===== src/rtl/mips_dmem_responder.sv =====
// -----------------------------------------------------------------------------
// mips_dmem_responder
//
// Word-addressed data-memory responder for a simple MIPS-style load/store
// initiator. One request is accepted at a time. A request is captured in IDLE,
// waits LATENCY edges in BUSY, is committed (array write or read) on the
// BUSY->RESP edge, and its response is held in RESP until the initiator
// accepts it.
//
// Parameters
//   DEPTH_WORDS  number of 32-bit words in the storage array
//   LATENCY      edges from request accept to response (1..15)
//
// Ports
//   clock       in   rising-edge clock
//   reset_n     in   asynchronous active-low reset (array is not cleared)
//   req_valid   in   initiator presents a request
//   req_ready   out  responder can accept a request (IDLE only)
//   req_write   in   1 = store word, 0 = load word
//   req_addr    in   byte address (word index = addr[31:2])
//   req_wdata   in   store data
//   resp_valid  out  response available (RESP only)
//   resp_ready  in   initiator accepts the response
//   resp_rdata  out  load data; 0 for stores and errored requests
//   resp_err    out  request was misaligned or out of range
//   busy        out  1 whenever the FSM is not IDLE
// -----------------------------------------------------------------------------
module mips_dmem_responder #(
  parameter int DEPTH_WORDS = 64,
  parameter int LATENCY     = 2
) (
  input  logic        clock,
  input  logic        reset_n,
  input  logic        req_valid,
  output logic        req_ready,
  input  logic        req_write,
  input  logic [31:0] req_addr,
  input  logic [31:0] req_wdata,
  output logic        resp_valid,
  input  logic        resp_ready,
  output logic [31:0] resp_rdata,
  output logic        resp_err,
  output logic        busy
);

  localparam int IDX_W = (DEPTH_WORDS > 1) ? $clog2(DEPTH_WORDS) : 1;

  typedef enum logic [1:0] {
    IDLE = 2'd0,
    BUSY = 2'd1,
    RESP = 2'd2
  } state_t;

  state_t      state_q, state_d;
  logic [3:0]  cnt_q, cnt_d;
  logic        write_q, write_d;
  logic [31:0] addr_q, addr_d;
  logic [31:0] wdata_q, wdata_d;
  logic [31:0] rdata_q, rdata_d;
  logic        err_q, err_d;

  // Storage array: deliberately outside the reset domain so contents survive reset.
  logic [31:0] mem [DEPTH_WORDS];

  logic [IDX_W-1:0] idx;
  logic             addr_err;
  logic             commit;

  // Everything below works only on the captured request, so the initiator may
  // change its request inputs freely once the request has been accepted.
  assign idx      = addr_q[IDX_W+1:2];
  assign addr_err = (addr_q[1:0] != 2'b00) ||
                    ({2'b00, addr_q[31:2]} >= 32'(DEPTH_WORDS));
  assign commit   = (state_q == BUSY) && (cnt_q == 4'd0);

  // Next-state and datapath decode.
  always_comb begin
    state_d = state_q;
    cnt_d   = cnt_q;
    write_d = write_q;
    addr_d  = addr_q;
    wdata_d = wdata_q;
    rdata_d = rdata_q;
    err_d   = err_q;

    case (state_q)
      IDLE: begin
        if (req_valid) begin
          write_d = req_write;
          addr_d  = req_addr;
          wdata_d = req_wdata;
          cnt_d   = 4'(LATENCY - 1);
          state_d = BUSY;
        end
      end
      BUSY: begin
        if (cnt_q == 4'd0) begin
          // Commit edge: response payload is registered here and then frozen
          // for the whole RESP phase.
          err_d   = addr_err;
          rdata_d = (addr_err || write_q) ? 32'd0 : mem[idx];
          state_d = RESP;
        end else begin
          cnt_d = cnt_q - 4'd1;
        end
      end
      RESP: begin
        // Returning to IDLE takes one edge; no request is accepted on it.
        if (resp_ready) begin
          state_d = IDLE;
        end
      end
      default: state_d = IDLE;
    endcase
  end

  always_ff @(posedge clock or negedge reset_n) begin
    if (!reset_n) begin
      state_q <= IDLE;
      cnt_q   <= 4'd0;
      write_q <= 1'b0;
      addr_q  <= 32'd0;
      wdata_q <= 32'd0;
      rdata_q <= 32'd0;
      err_q   <= 1'b0;
    end else begin
      state_q <= state_d;
      cnt_q   <= cnt_d;
      write_q <= write_d;
      addr_q  <= addr_d;
      wdata_q <= wdata_d;
      rdata_q <= rdata_d;
      err_q   <= err_d;
    end
  end

  // Array write port. Reset forces IDLE asynchronously, so an aborted request
  // can never reach the commit condition.
  always_ff @(posedge clock) begin
    if (commit && write_q && !addr_err) begin
      mem[idx] <= wdata_q;
    end
  end

  assign req_ready  = (state_q == IDLE);
  assign resp_valid = (state_q == RESP);
  assign busy       = (state_q != IDLE);
  assign resp_rdata = rdata_q;
  assign resp_err   = err_q;

endmodule

===== config.mk =====
export PLATFORM = sky130hd
export DESIGN_NAME = mips_dmem_responder
export DESIGN_NICKNAME = d
export VERILOG_FILES = /design/src/rtl/mips_dmem_responder.sv
export SDC_FILE = /design/constraint.sdc
export NUM_CORES = 2
export LEC_CHECK = 0
export ABC_AREA = 0
export CAP_MARGIN = 20
export CORE_MARGIN = 5
export CORE_UTILIZATION = 60
export DETAILED_ROUTE_END_ITERATION = 16
export PLACE_DENSITY = 0.78
export SYNTH_ARGS = -nofsm -noshare
export SYNTH_HDL_FRONTEND = slang
export SYNTH_SLANG_ARGS = --single-unit

===== constraint.sdc =====
create_clock -name clock -period 5.1 [get_ports clock]
set_clock_uncertainty 0.05 [all_clocks]
set_input_delay 1.275 -clock clock [delete_from_list [all_inputs] [get_ports clock]]
set_output_delay 1.275 -clock clock [all_outputs]
set_load 0.05 [all_outputs]

==> out/qor.txt <==
SYNTHESIS
-------------------------------------------------------------------------------------------------
Flip-flop and latch count after synthesis                                                    2152
Predominant post-synthesis flop cell                                                 sky130_fd_sc_hd__edfxtp_1
Yosys warnings                                                                                  0
Area fraction of the dominant cell type after synthesis                                     73.9%
Cell type contributing the most total cell area after synthesis                      sky130_fd_sc_hd__edfxtp_1
Sequential element share of the synthesized area                                            77.0%
Number of distinct library cell variants in the gate-level netlist after synthesis             83
EDFF count, synth                                                                            2048
Ranking of synthesized cells by area                                                 sky130_fd_sc_hd__edfxtp_1, sky130_fd_sc_hd__mux4_2, sky130_fd_sc_hd__mux2_2
Netlist area before placement                                                         83200 sq um
Share of synthesized flip-flops with an asynchronous set or reset                           4.83%
Post-Synthesis Net Count                                                                     4550
Syn Inst Count                                                                               4479
Synth Area per Inst                                                                    18.6 sq um

CTS
-------------------------------------------------------------------------------------------------
CTS Root Cell                                                                        sky130_fd_sc_hd__clkbuf_16
Inserted Clock Buffers                                                                        199
Number of resized instances in the post-cts repair step                                         0
Clock tree from TritonCTS                                                                    done
Insertion delay of the later-clocked pin in the worst-skew pair                           0.83 ns
Clock transition at the registers of the reported paths                                   0.06 ns
Maximum level of the CTS H-tree                                                                 4
Sink Count                                                                                   2152
CTS Hold Buffers Added                                                                          0
Number of buffers on the longest clock path                                                     3
Number of buffers added for setup after CTS                                                     0

DRT
-------------------------------------------------------------------------------------------------
ANT nets after route                                                                            0
Vias per cell                                                                                7.31
Iteration-0 DRC Markers                                                                      9184
Post-detailed-route DRC marker count                                                            0
Aggregate routed wire length                                                         249000 microns
Avg WL per Cell                                                                      37.3 microns
First-pass detailed-route iteration total                                                       7
Count of vias placed by the detailed router                                                 48800

SETUP PATH
-------------------------------------------------------------------------------------------------
Launching element type of the critical path                                             flip-flop
Setup Crit Path Kind                                                                      reg2reg
Required time at the worst-slack endpoint                                                 5.80 ns
Cell chain of the critical path                                                      buf_12 -> or2b_1 -> buf_4 -> o22ai_1 -> a22oi_1 -> o22ai_1 -> nor4_1 -> a22o_1
Kind of cell with the highest combined delay on the critical path                    simple AND/OR/NAND/NOR gates
Number of cells on the critical path                                                            8
Crit-path max cell delay                                                                  0.94 ns
Critical Path Sink Type                                                                 flip-flop
Critical path's slowest cell                                                         sky130_fd_sc_hd__nor4_1
Worst r2r path cells                                                                            8
CP arrival                                                                                5.21 ns
Top fanout value on the critical path                                                          32
Crit path buf inv count                                                                         2
Most used cell along the critical path                                               sky130_fd_sc_hd__o22ai_1

FINAL LAYOUT
-------------------------------------------------------------------------------------------------
# fillers                                                                                    8102
Combined area of the multi-input logic cells                                          17700 sq um
Fraction of layout cells with a size suffix above 1                                         20.9%
Share of the core filled with cells in the final layout                                     68.1%
Post-route cell area                                                                  93700 sq um
Post-layout net count                                                                        4778
Synth-to-layout area growth                                                                 12.6%
Sequential Area                                                                       64200 sq um

FLOORPLANNING
-------------------------------------------------------------------------------------------------
Core footprint                                                                       138000 sq um
Die area                                                                             146000 sq um
Die X-Extent                                                                          382 microns
Cell Rows                                                                                     136
Top-level port count                                                                          105
Initial Utilization                                                                         60.5%
Die Span Y                                                                            382 microns

TIMING
-------------------------------------------------------------------------------------------------
Share of the cycle needed by the critical path after routing                                88.4%
Transition time at the pin with the least slew margin                                     1.17 ns
RSZ-0062 raised after global routing                                                        false
Relative slew slack                                                                         21.6%
Pins Over Slew Limit                                                                            0
Final critical path time including I/O delays and setup                                   4.51 ns
Fin Setup TNS                                                                                0 ns
Finish-stage setup viols                                                                        0
Hold violation count in the final report                                                        0
Highest attainable clock frequency                                                        222 MHz

POWER AND IR DROP
-------------------------------------------------------------------------------------------------
Max VDD drop                                                                             0.666 mV
Power per Cell Area                                                                   589 nW/um^2
Leakage power total                                                                     0.0298 uW

PLACE
-------------------------------------------------------------------------------------------------
GP Congestion                                                                               0.938
Standard cell area after detailed placement                                           87200 sq um
Number of port buffers                                                                        104
HPWL Detailed                                                                        145000 microns

FLOW RUN
-------------------------------------------------------------------------------------------------
Max_cap viols                                                                                   0

GLOBAL ROUTE
-------------------------------------------------------------------------------------------------
Total congestion overflow                                                                       0
Gr usage total                                                                              33.8%
Pin count of the biggest net entering global routing                                          102
Number of antenna violations at the first check in global routing                              12
Number of global-route vias before repair                                                   47600
First-pass GRT wire length                                                           351000 microns

WORST HOLD PATH
-------------------------------------------------------------------------------------------------
Worst Hold Class                                                                         in2async

RUN STATUS
-------------------------------------------------------------------------------------------------
Outcome                                                                              complete, no violations

report_power, final:
| group | leakage [uW] | internal [uW] | switching (uW) | total [uW] |
|---|---|---|---|---|
| combinational | 0.00701 | 5110 | 12500 | 17600 |
| sequential | 0.0197 | 22200 | 778 | 23000 |
| clock | 0.00313 | 8190 | 6430 | 14600 |
| total | 0.0298 | 35500 | 19700 | 55200 |
cell type report:
cell class	count	area share (%)
Multi-Input combinational cell	2015	18.8
Clock inverter	102	0.922
Clock buffer	270	5.89
Antenna cell	7	0.0187
Sequential cell	2152	68.4
Tap cell	1794	2.39
Inverter	11	0.0547
Timing Repair Buffer	328	3.44
path summary, 6_finish.rpt:
path                            startpoint              to  slack (ns)
max in group asynchronous          reset_n     wdata_q[22]        3.68
worst min register to register    cnt_q[0]        cnt_q[0]        0.45
worst min-delay path               reset_n      wdata_q[7]        0.37
worst max-delay path             addr_q[3]  resp_rdata[18]        0.59
min in group clock                cnt_q[0]        cnt_q[0]        0.45
worst max register to register   addr_q[3]  resp_rdata[18]        0.59
cell usage after synthesis, types with 12 or more instances:
master and n:
sky130_fd_sc_hd__a211oi_1 74, sky130_fd_sc_hd__a21oi_1 133, sky130_fd_sc_hd__a221o_1 12, sky130_fd_sc_hd__a221oi_1 22, sky130_fd_sc_hd__a22oi_1 46, sky130_fd_sc_hd__a2bb2oi_1 19, sky130_fd_sc_hd__a32o_1 14, sky130_fd_sc_hd__buf_1 13
sky130_fd_sc_hd__buf_2 97, sky130_fd_sc_hd__buf_4 58, sky130_fd_sc_hd__buf_6 41, sky130_fd_sc_hd__clkbuf_1 78, sky130_fd_sc_hd__dfrtp_1 104, sky130_fd_sc_hd__edfxtp_1 2048, sky130_fd_sc_hd__mux2_2 235, sky130_fd_sc_hd__mux2i_1 190
sky130_fd_sc_hd__mux4_1 30, sky130_fd_sc_hd__mux4_2 130, sky130_fd_sc_hd__nand2_1 162, sky130_fd_sc_hd__nand3_1 16, sky130_fd_sc_hd__nor2_1 163, sky130_fd_sc_hd__nor2b_1 24, sky130_fd_sc_hd__nor4_1 15, sky130_fd_sc_hd__o21ai_0 120
sky130_fd_sc_hd__o221ai_1 115, sky130_fd_sc_hd__o22a_1 36, sky130_fd_sc_hd__o22ai_1 276, sky130_fd_sc_hd__o31ai_1 12
metrics by stage:
step | power, uW | hold slack [ns] | cells | worst slack [ns]
after floorplan | 33000 | 0.413 | 4479 | 1.53
after global placement | 39500 | 0.430 | 6293 | 0.981
after detailed placement | 39900 | 0.440 | 6295 | 0.997
after CTS | 54300 | 0.342 | 6667 | 0.954
after global routing | 56200 | 0.380 | 6673 | 0.800
final | 55200 | 0.370 | 6679 | 0.590
layout by cell type, fill, tap and decap left out, drive strengths merged, types with 103 or more instances in the layout:
cell type and instances:
dfrtp 104, mux2 236, a21oi 133, nand2 163
o221ai 117, buf 225, clkbuf 270, mux4 160
edfxtp 2048, clkdlybuf4s50 103, o21ai 122, nor2 163
o22ai 277, mux2i 190
registers in the layout, summed over array words and instances (netlist names):
register	flops
resp_rdata	32
wdata_q	32
cnt_q	4
resp_err	1
mem	2048
state_q	2
write_q	1
addr_q	32
routing by layer:
layer  vias to the layer above  routed length, microns  track usage (%)  part of all wire (%)
met5                         -                      28                0                 0.011
met4                         4                   15200             15.9                   6.1
met3                       935                   43900             13.6                    18
met2                      4879                  110000             49.9                    44
met1                     24100                   80200             44.4                    32
li1                      18900                       -                -                     -
logic make-up after synthesis:
family                     after synthesis  synth area share, %
DFF                                   2152                 77.0
buffers and inverters                  312                 2.40
AOI/OAI and AO/OA                      971                 8.11
muxes                                  586                 9.94
xor gates and xnor gates                 2               0.0211
adders and majority gates                2               0.0301
and+or+nand+nor                        454                 2.47
Note: power is estimated with default switching activity, not from simulation.
